`src/rtl/rgmii_pkg.sv`:
```
// Shared types and constants for the RGMII receive path.
package rgmii_pkg;

  typedef enum logic [1:0] {
    IDLE = 2'd0,
    PRE  = 2'd1,
    DATA = 2'd2,
    DROP = 2'd3
  } rx_state_e;

  localparam logic [7:0] PREAMBLE_BYTE = 8'h55;
  localparam logic [7:0] SFD_BYTE      = 8'hD5;
  localparam logic [3:0] PRE_NIB       = 4'h5;
  localparam logic [3:0] SFD_NIB       = 4'hD;

  localparam logic [1:0] SPD_10   = 2'b00;
  localparam logic [1:0] SPD_100  = 2'b01;
  localparam logic [1:0] SPD_1000 = 2'b10;

  // The in-band speed field carries one reserved encoding that must never be latched.
  function automatic logic speed_code_ok(input logic [1:0] code);
    return (code == SPD_10) || (code == SPD_100) || (code == SPD_1000);
  endfunction

endpackage

```
`src/rtl/rgmii_rx_if.sv`:
```
// Received-byte stream from the RGMII decoder towards the MAC receive FIFO.
interface rgmii_rx_if;
  logic [7:0] rx_data;
  logic       rx_valid;
  logic       rx_sof;
  logic       rx_eof;
  logic       rx_err;

  modport master (output rx_data, rx_valid, rx_sof, rx_eof, rx_err);
  modport slave  (input  rx_data, rx_valid, rx_sof, rx_eof, rx_err);
endinterface

```
`src/rtl/rgmii_inband_status.sv`:
```
// RGMII in-band link status: gated sampling, consecutive-sample filter and status registers.
module rgmii_inband_status
  import rgmii_pkg::*;
#(
  parameter int STATUS_FILTER = 4
) (
  input  logic       user_clk,
  input  logic       reset,
  input  logic       sample_en,
  input  logic [3:0] rxd,
  output logic       link_up,
  output logic [1:0] link_speed,
  output logic       full_duplex
);

  localparam int CW = $clog2(STATUS_FILTER + 1);

  logic [3:0]    cand_r, cand_s;
  logic          cand_ok_r, cand_ok_s;
  logic [CW-1:0] cnt_r, cnt_s;
  logic [3:0]    status_r, status_s;

  // filter next-state: count identical samples, restart on any change
  always_comb begin
    cand_s    = cand_r;
    cand_ok_s = cand_ok_r;
    cnt_s     = cnt_r;
    status_s  = status_r;
    if (!sample_en) begin
      cnt_s = cnt_r;
    end else if (!speed_code_ok(rxd[2:1])) begin
      cand_ok_s = 1'b0;
      cnt_s     = {CW{1'b0}};
    end else if (cand_ok_r && (rxd == cand_r)) begin
      if (cnt_r < CW'(STATUS_FILTER)) begin
        cnt_s = cnt_r + CW'(1);
      end else begin
        cnt_s = cnt_r;
      end
      if (cnt_r >= CW'(STATUS_FILTER - 1)) begin
        status_s = rxd;
      end else begin
        status_s = status_r;
      end
    end else begin
      cand_s    = rxd;
      cand_ok_s = 1'b1;
      cnt_s     = CW'(1);
      if (CW'(1) >= CW'(STATUS_FILTER)) begin
        status_s = rxd;
      end else begin
        status_s = status_r;
      end
    end
  end

  // filter and status registers
  always_ff @(posedge user_clk) begin
    if (reset) begin
      cand_r    <= 4'h0;
      cand_ok_r <= 1'b0;
      cnt_r     <= {CW{1'b0}};
      status_r  <= 4'h0;
    end else begin
      cand_r    <= cand_s;
      cand_ok_r <= cand_ok_s;
      cnt_r     <= cnt_s;
      status_r  <= status_s;
    end
  end

  assign link_up     = status_r[0];
  assign link_speed  = status_r[2:1];
  assign full_duplex = status_r[3];

endmodule

```
`src/rtl/rgmii_rx.sv`:
```
// RGMII receive frame decoder: byte rebuild (DDR/SDR), preamble/SFD strip, frame error flagging.
// In-band status decode is built only when RGMII_RX_INBAND_EN is defined.
module rgmii_rx
  import rgmii_pkg::*;
#(
  parameter int STATUS_FILTER = 4
) (
  input  logic        user_clk,
  input  logic        reset,
  input  logic        speed,
  input  logic [3:0]  rxd_r,
  input  logic [3:0]  rxd_f,
  input  logic        rxctl_r,
  input  logic        rxctl_f,
  rgmii_rx_if.master  rx,
  output logic        link_up,
  output logic [1:0]  link_speed,
  output logic        full_duplex
);

  logic       dv_s, er_s;
  logic [7:0] byte_s;

  rx_state_e  state_r, state_s;
  logic       gig_r, gig_s;
  logic       seen_r, seen_s;
  logic       phase_r, phase_s;
  logic [3:0] low_r, low_s;
  logic       first_r, first_s;
  logic       sticky_r, sticky_s;
  logic [7:0] data_r, data_s;
  logic       valid_r, valid_s;
  logic       sof_r, sof_s;
  logic       eof_r, eof_s;
  logic       err_r, err_s;

  assign dv_s   = rxctl_r;
  assign er_s   = rxctl_r ^ rxctl_f;
  assign byte_s = {rxd_f, rxd_r};

  // next-state and registered-output values; pulses default low every cycle
  always_comb begin
    state_s  = state_r;
    gig_s    = gig_r;
    seen_s   = seen_r;
    phase_s  = phase_r;
    low_s    = low_r;
    first_s  = first_r;
    sticky_s = sticky_r;
    data_s   = data_r;
    valid_s  = 1'b0;
    sof_s    = 1'b0;
    eof_s    = 1'b0;
    err_s    = 1'b0;
    case (state_r)
      IDLE: begin
        sticky_s = 1'b0;
        first_s  = 1'b1;
        seen_s   = 1'b0;
        phase_s  = 1'b0;
        if (dv_s) begin
          state_s = PRE;
          gig_s   = speed;
        end else begin
          state_s = IDLE;
        end
      end
      PRE: begin
        if (!dv_s) begin
          state_s = IDLE;
        end else if (er_s) begin
          state_s = DROP;
        end else if (gig_r) begin
          if (byte_s == PREAMBLE_BYTE) begin
            state_s = PRE;
          end else if (byte_s == SFD_BYTE) begin
            state_s = DATA;
          end else begin
            state_s = DROP;
          end
        end else begin
          if (rxd_r == PRE_NIB) begin
            seen_s = 1'b1;
          end else if ((rxd_r == SFD_NIB) && seen_r) begin
            state_s = DATA;
            phase_s = 1'b0;
          end else begin
            state_s = DROP;
          end
        end
      end
      DATA: begin
        if (!dv_s) begin
          state_s = IDLE;
          eof_s   = 1'b1;
          err_s   = sticky_r | (~gig_r & phase_r);
        end else begin
          if (er_s) begin
            sticky_s = 1'b1;
          end else begin
            sticky_s = sticky_r;
          end
          // SDR mode: the low nibble arrives first, the byte completes on phase 1
          if (gig_r) begin
            data_s  = byte_s;
            valid_s = 1'b1;
            sof_s   = first_r;
            first_s = 1'b0;
          end else if (!phase_r) begin
            low_s   = rxd_r;
            phase_s = 1'b1;
          end else begin
            data_s  = {rxd_r, low_r};
            valid_s = 1'b1;
            sof_s   = first_r;
            first_s = 1'b0;
            phase_s = 1'b0;
          end
        end
      end
      DROP: begin
        if (!dv_s) begin
          state_s = IDLE;
        end else begin
          state_s = DROP;
        end
      end
      default: begin
        state_s = IDLE;
      end
    endcase
  end

  // FSM state, datapath and output registers
  always_ff @(posedge user_clk) begin
    if (reset) begin
      state_r  <= IDLE;
      gig_r    <= 1'b0;
      seen_r   <= 1'b0;
      phase_r  <= 1'b0;
      low_r    <= 4'h0;
      first_r  <= 1'b1;
      sticky_r <= 1'b0;
      data_r   <= 8'h00;
      valid_r  <= 1'b0;
      sof_r    <= 1'b0;
      eof_r    <= 1'b0;
      err_r    <= 1'b0;
    end else begin
      state_r  <= state_s;
      gig_r    <= gig_s;
      seen_r   <= seen_s;
      phase_r  <= phase_s;
      low_r    <= low_s;
      first_r  <= first_s;
      sticky_r <= sticky_s;
      data_r   <= data_s;
      valid_r  <= valid_s;
      sof_r    <= sof_s;
      eof_r    <= eof_s;
      err_r    <= err_s;
    end
  end

  assign rx.rx_data  = data_r;
  assign rx.rx_valid = valid_r;
  assign rx.rx_sof   = sof_r;
  assign rx.rx_eof   = eof_r;
  assign rx.rx_err   = err_r;

`ifdef RGMII_RX_INBAND_EN
  logic sample_en_s;

  // status is only meaningful between frames with no carrier event on the line
  assign sample_en_s = (state_r == IDLE) && !dv_s && !er_s;

  rgmii_inband_status #(
    .STATUS_FILTER (STATUS_FILTER)
  ) u_inband (
    .user_clk    (user_clk),
    .reset       (reset),
    .sample_en   (sample_en_s),
    .rxd         (rxd_r),
    .link_up     (link_up),
    .link_speed  (link_speed),
    .full_duplex (full_duplex)
  );
`else
  assign link_up     = 1'b0;
  assign link_speed  = 2'b00;
  assign full_duplex = 1'b0;
`endif

endmodule

```
`src/flat_wrapper.sv`:
```
// flat-port wrapper written by rule: the top's interface ports become plain ports
module rgmii_rx_flat import rgmii_pkg::*;
#(
  parameter int STATUS_FILTER = 4
)
  (user_clk, reset, speed, rxd_r, rxd_f, rxctl_r, rxctl_f, link_up, link_speed, full_duplex, rx_rx_data, rx_rx_valid, rx_rx_sof, rx_rx_eof, rx_rx_err);
  rgmii_rx_if rx_i ();
  input  logic user_clk;
  input  logic reset;
  input  logic speed;
  input  logic [3:0] rxd_r;
  input  logic [3:0] rxd_f;
  input  logic rxctl_r;
  input  logic rxctl_f;
  output logic link_up;
  output logic [1:0] link_speed;
  output logic full_duplex;
  output wire logic [$bits(rx_i.rx_data)-1:0] rx_rx_data;
  output wire logic [$bits(rx_i.rx_valid)-1:0] rx_rx_valid;
  output wire logic [$bits(rx_i.rx_sof)-1:0] rx_rx_sof;
  output wire logic [$bits(rx_i.rx_eof)-1:0] rx_rx_eof;
  output wire logic [$bits(rx_i.rx_err)-1:0] rx_rx_err;
  assign rx_rx_data = rx_i.rx_data;
  assign rx_rx_valid = rx_i.rx_valid;
  assign rx_rx_sof = rx_i.rx_sof;
  assign rx_rx_eof = rx_i.rx_eof;
  assign rx_rx_err = rx_i.rx_err;
  rgmii_rx #(.STATUS_FILTER(STATUS_FILTER)) u_core (.user_clk(user_clk), .reset(reset), .speed(speed), .rxd_r(rxd_r), .rxd_f(rxd_f), .rxctl_r(rxctl_r), .rxctl_f(rxctl_f), .rx(rx_i), .link_up(link_up), .link_speed(link_speed), .full_duplex(full_duplex));
endmodule
```
`config.mk`:
```
export PLATFORM = sky130hd
export DESIGN_NAME = rgmii_rx_flat
export DESIGN_NICKNAME = d
export VERILOG_FILES = /design/src/rtl/rgmii_pkg.sv /design/src/rtl/rgmii_rx_if.sv /design/src/rtl/rgmii_inband_status.sv /design/src/rtl/rgmii_rx.sv /design/src/flat_wrapper.sv
export SDC_FILE = /design/constraint.sdc
export NUM_CORES = 1
export LEC_CHECK = 0
export CORE_AREA = 2 2 53 55
export CTS_CLUSTER_DIAMETER = 80
export DETAILED_ROUTE_END_ITERATION = 12
export DIE_AREA = 0 0 55 57
export GPL_TIMING_DRIVEN = 0
export PLACE_DENSITY = 0.71
export REMOVE_ABC_BUFFERS = 1
export SLEW_MARGIN = 10
export SYNTH_ARGS = -nofsm -noshare
export SYNTH_HDL_FRONTEND = slang
export SYNTH_SLANG_ARGS = --single-unit
```
`constraint.sdc`:
```
create_clock -name user_clk -period 1.22 [get_ports user_clk]
set_input_delay 0.244 -clock user_clk [delete_from_list [all_inputs] [get_ports user_clk]]
set_output_delay 0.244 -clock user_clk [all_outputs]
set_load 0.01 [all_outputs]
```
==> results.yml, run 1 <==
outcome:
  outcome: "complete, but fails checks"
  violations: "negative setup slack"
timing:
  finClkSkew_ns: 0.00264
  tightest_slew_ns: 0.682
  fin_crit_ns: 1.29
  slew_headroom_pct: 54.5
  finalCritPeriodShare_pct: 106
  finalSetupViolCount: 9
  finalHoldViolations: 0
  whs_ns: 0.408
  maxSlewViolCount: 0
  fmaxAchievable_mhz: 774
  layout_setup_ws_ns: -0.0726
  rsz0062_at_grt: "true"
global_route:
  gr-total-overflow: 0
  grt_antenna_before_repair: 0
  grt_max_degree: 20
  grt_pass1_wl_um: 3710
  grt_pass1_vias: 781
  grt_usage_pct: 16.2
detailed_routing:
  drc: 0
  antenna_left: 0
  wire_per_inst_um: 13.4
  wl_um: 2320
  dr.pass1.iters: 4
  via_per_inst: 5.02
  vias: 868
  first_iter_violations: 17
cts:
  cts_tree: "done"
  cts_max_path_buffers: 2
  clk_latency_ns: 0.31
  numCtsBuffers: 3
  clkSlewWorstSetupHoldPaths_ns: 0.13
  cts_root_buffer: "clkbuf_4"
  cts_num_sinks: 23
  h-tree-depth: 1
worst_hold_path:
  min_to: "u_core.state_r[1]"
  hold_path_depth: 3
  hold_path_class: "in2reg"
  min_from: "rxctl_r"
worst_setup_path:
  worst_r2r_endpoint: "u_core.low_r[0]"
  start_kind: "flop"
  required_ns: 1.40
  r2r-start: "u_core.gig_r"
  rrSetupSlack_ns: -0.07
  crit_fanout: 5
  reg2reg_depth: 4
  critPathKind: "reg2reg"
  arrival_ns: 1.48
  end_kind: "flop"
die:
  die_x_um: 55
  initial_core_util_pct: 38.1
  core.rowCount: 19
  fp.dieH_um: 57
  num_io_pins: 29
  coreArea_um2: 2620
  dieArea_um2: 3140
layout:
  drive_above_1_share_pct: 18.3
  fillers: 255
  multi_input_area_um2: 500
  diodes: 0
  utilization_pct: 52.1
  synthToLayoutAreaGrowth_pct: 36.6
  mostFrequentLayoutCells: "19 x nor2_1, 19 x dfxtp_1, 13 x dlygate4sd2_1"
  layout.nets: 156
  ff_latch_area_um2: 470
yosys:
  yosysUniqueCellTypes: 27
  yosysWarnings: 0
  yosys-top-cells-area: "dfxtp_1 46%, mux2i_1 10%, nor2_1 7.2%"
  netlist.area_leader.share_pct: 46.2
  syn_area_um2: 997
  yosysSeqAreaShare_pct: 46.2
  avgSynthCellArea_um2: 9.15
  synth-seq-cells: 23
  synthCells: 109
  synth_top_area_cell: "dfxtp_1"
power:
  peakVddDrop_mv: 0.472
  design_power_total_mw: 1.29
  power_density_nw_per_um2: 948
  total_leakage_power_nw: 0.559
placed_design:
  port_buffers: 24
  gp_congestion: 0.797
  detailed_place_hpwl_um: 1410
flow_run:
  max-cap-violations: 0
==> how the worst max path moves through the flow <==
stage                       startpoint         endpoint  slack, ns  depth (start not counted)
after global routing          rxd_r[1]   u_core.phase_r      -0.14                          5
after CTS                 u_core.gig_r  u_core.low_r[0]      -0.05                          4
after floorplan           u_core.gig_r  u_core.low_r[0]      -0.21                          4
after global placement         rxctl_r  u_core.low_r[0]      -0.59                          5
final                     u_core.gig_r  u_core.low_r[0]      -0.07                          4
after detailed placement       rxctl_r  u_core.low_r[0]      -0.64                          5
==> routing by layer <==
layer / up-vias / GRT usage [%] / share of wire, %
met4: 0 / 7.32 / 1.9
met1: 401 / 20.1 / 43
li1: 437 / - / -
met3: 5 / 1.83 / 3.4
met5: - / 0 / 0
met2: 25 / 27.2 / 52
==> registers in the layout, indices dropped and copies added (netlist names) <==
signal	cells
u_core.first_r	1
u_core.rx.rx_data	8
u_core.state_r	2
u_core.rx.rx_sof	1
u_core.low_r	4
u_core.rx.rx_err	1
u_core.seen_r	1
u_core.rx.rx_valid	1
u_core.phase_r	1
u_core.sticky_r	1
u_core.gig_r	1
u_core.rx.rx_eof	1
==> layout make-up <==
cell class | instances | area share, %
Multi-Input combinational cell | 79 | 36.7
Tap cell | 31 | 2.85
Sequential cell | 23 | 34.5
Clock buffer | 4 | 1.93
Timing Repair Buffer | 36 | 24.0
==> cells in the mapped netlist (all sizes together) <==
master	number
a211oi	6
a21oi	4
a311oi	2
and2	1
buf	8
clkbuf	2
conb	1
dfxtp	23
mux2i	10
nand2	7
nand2b	5
nand3	1
nand3b	2
nor2	20
nor2b	1
nor3	4
nor3b	1
o21a	3
o21ai	4
o22ai	2
or3	1
or3b	1
==> stage by stage <==
step	instance area, µm²	setup slack [ns]	TNS, ns	cells
after floorplan	936	-0.210	-2.32	102
after global placement	1210	-0.594	-10.29	157
after detailed placement	1210	-0.638	-11.00	157
after CTS	1340	-0.0540	-0.145	171
after global routing	1360	-0.142	-0.975	173
final	1360	-0.0726	-0.264	173
==> power by group <==
part           switching, mW  internal (mW)
clock                  0.228          0.128
combinational         0.0828         0.0836
sequential           0.00968          0.759
total                  0.321          0.971
==> worst max-delay path, stage by stage, from the launching register on <==
cell,delay [ns]
dfxtp_4,0.38
nand2b_4,0.14
or3_4,0.39
mux2i_2,0.20
nor2_1,0.06
==> logic make-up after synthesis <==
kind of cell,Yosys count,synth area share [%]
AND/OR/NAND/NOR,44,22.3
multiplexers,10,10.0
buffers and inverters,10,7.28
other,1,0.376
AO/OA/AOI/OAI,21,13.8
flip-flops,23,46.2
==> what timing repair did <==
| item | in CTS | in global routing |
|---|---|---|
| pin swaps | 3 | 2 |
| buffers inserted | 10 | 2 |
| resized for setup | 24 | 5 |
| endpoints found under the setup margin | 33 | 18 |
| hold buffers | 0 | 0 |
Power figures use the tool's default switching activity.
==> run 2: changes to the inputs <==
--- a/config.mk
+++ b/config.mk
@@ -5,12 +5,13 @@
 export SDC_FILE = /design/constraint.sdc
 export NUM_CORES = 1
 export LEC_CHECK = 0
-export CORE_AREA = 2 2 53 55
+export CORE_AREA = 2 2 48 50
 export CTS_CLUSTER_DIAMETER = 80
 export DETAILED_ROUTE_END_ITERATION = 12
-export DIE_AREA = 0 0 55 57
+export DIE_AREA = 0 0 50 52
+export DONT_BUFFER_PORTS = 1
 export GPL_TIMING_DRIVEN = 0
-export PLACE_DENSITY = 0.71
+export PLACE_DENSITY = 0.65
 export REMOVE_ABC_BUFFERS = 1
 export SLEW_MARGIN = 10
 export SYNTH_ARGS = -nofsm -noshare
==> run 2 against run 1 <==
The flow finishes with violations (negative hold slack, negative setup slack). Via count fell by 0.81%. Non-clock buffer count shrank 24. Setup slack gained 0.064 ns. Sequential cell count unchanged. Largest power group unchanged.
==> results.yml, run 2 (synthesis results as in run 1) <==
outcome:
  outcome: "complete, but fails checks"
  violations: "negative hold slack, negative setup slack"
layout:
  largest_register_ffs: 8
  mostFrequentLayoutCells: "19 x dfxtp_1, 13 x nor2_1, 10 x mux2i_1"
  drive_above_1_share_pct: 32.2
  utilization_pct: 58.6
  final_cells: 146
  fillers: 183
  synthToLayoutAreaGrowth_pct: 23.8
  diodes: 0
  mostFrequentLayoutCell: "dfxtp_1"
  layout.nets: 132
cts:
  cts_max_path_buffers: 2
  numCtsBuffers: 3
  cts_tree: "done"
  clk_latency_ns: 0.31
  cts_num_sinks: 23
  h-tree-depth: 1
  clkSlewWorstSetupHoldPaths_ns: 0.12
  cts_root_buffer: "clkbuf_4"
worst_setup_path:
  slowest_stage: "dfxtp_4"
  rrSetupSlack_ns: -0.009
  worst_r2r_endpoint: "u_core.low_r[3]"
  crit_fanout: 5
  end_kind: "flop"
  reg2reg_depth: 4
  cp-startpoint: "u_core.gig_r"
  critPathKind: "reg2reg"
  crit_chain: "nand2b_4, or3_4, mux2i_1, nor2_1"
  slowest_delay_ns: 0.39
  r2r-start: "u_core.gig_r"
  required_ns: 1.43
  arrival_ns: 1.44
  start_kind: "flop"
detailed_routing:
  via_per_inst: 5.90
  antenna_left: 0
  vias: 861
  dr.pass1.iters: 4
  drc: 0
  wl_um: 2380
  wire_per_inst_um: 16.3
  first_iter_violations: 27
die:
  core.rowCount: 17
  dieArea_um2: 2600
  coreArea_um2: 2110
  die_x_um: 50
  fp.dieH_um: 52
  initial_core_util_pct: 47.4
  num_io_pins: 29
timing:
  fmaxAchievable_mhz: 814
  maxSlewViolCount: 0
  layout_setup_ws_ns: -0.00864
  whs_ns: -0.0154
  finClkSkew_ns: 0.00567
  finalSetupViolCount: 4
  rsz0062_at_grt: "true"
  setup_tns_ns: -0.0179
  finalHoldViolations: 13
  fin_crit_ns: 1.23
  finalCritPeriodShare_pct: 101
power:
  peakVddDrop_mv: 0.501
  power_density_nw_per_um2: 1000
  total_leakage_power_nw: 0.453
placed_design:
  port_buffers: 0
  detailed_place_hpwl_um: 1290
  place_inst: 130
  gp_congestion: 0.773
worst_hold_path:
  min_to: "u_core.gig_r"
  hold_path_depth: 1
  min_from: "reset"
  hold_path_class: "in2reg"
global_route:
  grt_usage_pct: 16.3
  grt_pass1_vias: 759
  grt_pass1_wl_um: 3170
  grt_antenna_before_repair: 0
  gr-total-overflow: 0
  grt_max_degree: 20
flow_run:
  max-cap-violations: 0
-- run 2: cell types whose count changed in the layout (fill, tap and decap cells not counted), sizes merged --
cell           previous run  this run
buf                      12        10
clkdlybuf4s15             2         0
clkdlybuf4s50             9         0
clkinv                    0         1
dlygate4sd2              13         0
dlygate4sd3               0         1
-- run 2: how the worst max path moves through the flow --
| stage | end |
|---|---|
| finish | u_core.low_r[3] |
| global route | u_core.low_r[2] |
| CTS | u_core.low_r[2] |
| detailed placement | u_core.rx.rx_data[7] |
| global placement | u_core.low_r[2] |
| floorplan | u_core.low_r[0] |
-- run 2: per-layer routing --
metal | GRT usage [%] | wire, µm
met1 | 17.8 | 934
met2 | 27.0 | 1190
met3 | 3.74 | 169
met4 | 13.0 | 82
met5 | 0 | 0
-- run 2: repair_timing --
action | 4_1_cts | 5_1_grt
setup buffers | 6 | 4
pin swaps | 2 | 7
gates cloned | 0 | 1
resized for setup | 7 | 23
hold endpoints to repair | 13 | 14
setup endpoints to repair | 17 | 14
-- run 2: area by class of cell --
type / count / area, µm² / share of cell area [%]
clock buffer: 3 / 22.5 / 1.82
multi-input combinational: 79 / 566 / 45.8
tap: 28 / 35.0 / 2.84
sequential: 23 / 473 / 38.3
timing repair buffer: 12 / 134 / 10.8
clock inverter: 1 / 5.00 / 0.405
-- run 2: power by group --
group	internal, mW	switching (mW)
sequential	0.758	0.0119
clock	0.122	0.228
combinational	0.0588	0.0607
-- run 2: worst max-delay path, delay by kind of cell (launching register included) --
kind,cells,cell delay [ns]
flops,1,0.39
simple gates,3,0.59
mux,1,0.16
-- run 2: through the flow --
step	hold WS [ns]	setup slack, ns	power, mW	cell area [µm²]
after floorplan	0.313	-0.210	0.850	936
after global placement	0.316	-0.422	0.861	971
after detailed placement	0.321	-0.443	0.862	971
after CTS	-0.0215	0.00663	1.21	1080
after global routing	-0.0294	-0.0822	1.28	1230
final	-0.0154	-0.00864	1.24	1230
==> run 3: changes to the inputs <==
--- a/config.mk
+++ b/config.mk
@@ -5,15 +5,16 @@
 export SDC_FILE = /design/constraint.sdc
 export NUM_CORES = 1
 export LEC_CHECK = 0
+export CAP_MARGIN = 20
 export CORE_AREA = 2 2 48 50
 export CTS_CLUSTER_DIAMETER = 80
 export DETAILED_ROUTE_END_ITERATION = 12
 export DIE_AREA = 0 0 50 52
 export DONT_BUFFER_PORTS = 1
 export GPL_TIMING_DRIVEN = 0
-export PLACE_DENSITY = 0.65
 export REMOVE_ABC_BUFFERS = 1
 export SLEW_MARGIN = 10
 export SYNTH_ARGS = -nofsm -noshare
 export SYNTH_HDL_FRONTEND = slang
 export SYNTH_SLANG_ARGS = --single-unit
+export TNS_END_PERCENT = 1
==> constraint.sdc (replaced) <==
create_clock -name user_clk -period 1.4 [get_ports user_clk]
set_input_delay 0.28 -clock user_clk [delete_from_list [all_inputs] [get_ports user_clk]]
set_output_delay 0.28 -clock user_clk [all_outputs]
set_load 0.01 [all_outputs]
==> run 3 against run 2 <==
The run now ends clean. Wire length decreased by 23%. Combinational power decreased by 50%. Die area unchanged. Count of clock-buffer cells in the layout unchanged. Clock skew decreased by 0.0011 ns. Cell count decreased by 7.5%. First-iteration DRC count decreased by 52%. Total power decreased by 16%. Highest routed layer unchanged. Core utilization decreased by 9.7 points. Critical endpoint is now u_core.low_r[1].
==> results.yml, run 3 (synthesis results as in run 1) <==
global_route:
  grt_pass1_vias: 664
  grt_usage_pct: 15.8
  grt_pass1_wl_um: 3060
  grt_antenna_before_repair: 0
  grt_max_degree: 20
  gr-total-overflow: 0
cts:
  numCtsBuffers: 3
  cts_root_buffer: "clkbuf_4"
  h-tree-depth: 1
  cts_max_path_buffers: 2
  clk_latency_ns: 0.30
  clkSlewWorstSetupHoldPaths_ns: 0.13
  cts_tree: "done"
  hold_buffers: 0
  cts_num_sinks: 23
detailed_routing:
  wl_um: 1820
  first_iter_violations: 13
  drc: 0
  dr.pass1.iters: 4
  vias: 706
  via_per_inst: 5.23
  antenna_left: 0
  wire_per_inst_um: 13.5
timing:
  finalSetupViolCount: 0
  finClkSkew_ns: 0.00454
  finalHoldViolations: 0
  rsz0062_at_grt: "false"
  maxSlewViolCount: 0
  fin_crit_ns: 1.33
  finalCritPeriodShare_pct: 94.8
  fmaxAchievable_mhz: 753
die:
  initial_core_util_pct: 47.4
  coreArea_um2: 2110
  num_io_pins: 29
  dieArea_um2: 2600
  die_x_um: 50
  fp.dieH_um: 52
  core.rowCount: 17
worst_hold_path:
  min_to: "u_core.gig_r"
  hold_path_class: "in2reg"
  hold_path_depth: 1
  min_from: "reset"
worst_setup_path:
  crit_fanout: 17
  worst_r2r_endpoint: "u_core.low_r[1]"
  reg2reg_depth: 4
  rrSetupSlack_ns: 0.07
  required_ns: 1.62
  r2r-start: "u_core.gig_r"
  critPathKind: "reg2reg"
  start_kind: "flop"
  end_kind: "flop"
  arrival_ns: 1.54
layout:
  synthToLayoutAreaGrowth_pct: 3.39
  drive_above_1_share_pct: 10.3
  diodes: 0
  mostFrequentLayoutCell: "dfxtp_1"
  layout.nets: 121
  design_area_um2: 1030
  largest_register_ffs: 8
  mostFrequentLayoutCells: "21 x dfxtp_1, 19 x nor2_1, 10 x mux2i_1"
placed_design:
  gp_congestion: 0.788
  dpl_cell_area_um2: 971
  port_buffers: 0
  detailed_place_hpwl_um: 1330
power:
  p_int_mw: 0.799
  power_switching_mw: 0.241
  swShare_pct: 23.2
  total_leakage_power_nw: 0.366
  design_power_total_mw: 1.04
  peakVddDrop_mv: 0.476
  p_seq_share_pct: 65.3
  power_density_nw_per_um2: 1010
  clkPwrFrac_pct: 28.9
  comb_power_share_pct: 5.7
flow_run:
  max-cap-violations: 0
outcome:
  outcome: "completed"
[run 3: cell types whose count changed in the layout (fill, tap and decap cells not counted), moves of 3 or more]
cell and change:
nor2_2 -4, buf_4 -6, buf_6 -3, a211oi_2 -6
nor2_1 +6, a211oi_1 +6
[run 3: power groups by stage]
stage / combinational (mW) / sequential (mW) / clock, mW
CTS: 0.0586 / 0.679 / 0.318
global route: 0.0688 / 0.682 / 0.341
detailed placement: 0.0580 / 0.694 / 0
floorplan: 0.0510 / 0.690 / 0
finish: 0.0596 / 0.680 / 0.301
global placement: 0.0573 / 0.694 / 0
[run 3: how the worst max path moves through the flow]
stage	endpoint	start
2_1_floorplan	u_core.low_r[0]	u_core.gig_r
3_3_place_gp	u_core.low_r[2]	u_core.gig_r
3_5_place_dp	u_core.rx.rx_data[3]	u_core.gig_r
4_1_cts	u_core.rx.rx_data[3]	u_core.gig_r
5_1_grt	u_core.phase_r	u_core.gig_r
6_report	u_core.low_r[1]	u_core.gig_r
[run 3: what timing repair did]
item,CTS,global route
setup endpoints to repair,13,12
gates resized for setup,4,1
setup buffers,0,1
pin swaps,1,1
endpoints found under the hold margin,0,0
[run 3: metrics by stage]
step	utilization [%]	worst slack, ns	cells	hold slack (ns)	setup TNS, ns
after floorplan	-	-0.0305	102	0.349	-0.151
after global placement	46.1	-0.258	130	0.353	-2.96
after detailed placement	46.1	-0.303	130	0.355	-3.16
after CTS	47.9	0.0230	134	0.00751	0
after global routing	49.0	0.0146	135	0.000400	0
final	49.0	0.0722	135	0.0193	0
[run 3: cell type report]
| type | count | area, µm² |
|---|---|---|
| Tap cell | 28 | 35.0 |
| Fill cell | 221 | 1070 |
| Sequential cell | 23 | 465 |
| Timing Repair Buffer | 1 | 20.0 |
| Clock buffer | 3 | 22.5 |
| Multi-Input combinational cell | 79 | 483 |
| Clock inverter | 1 | 5.00 |
[run 3: critical path: stages, from the launching register on]
cell and delay, ns:
dfxtp_4 0.44, nand2b_4 0.17, or3_4 0.42, mux2i_1 0.16
nor2_1 0.05
[run 3: routing by layer]
layer	share of wire [%]	vias up	global-route usage, %	wire length (µm)
met1	49	314	21.0	893
met5	0	-	0	0
met4	2.2	0	9.72	40
met2	45	22	23.2	810
li1	-	364	-	-
met3	4.2	6	3.16	76
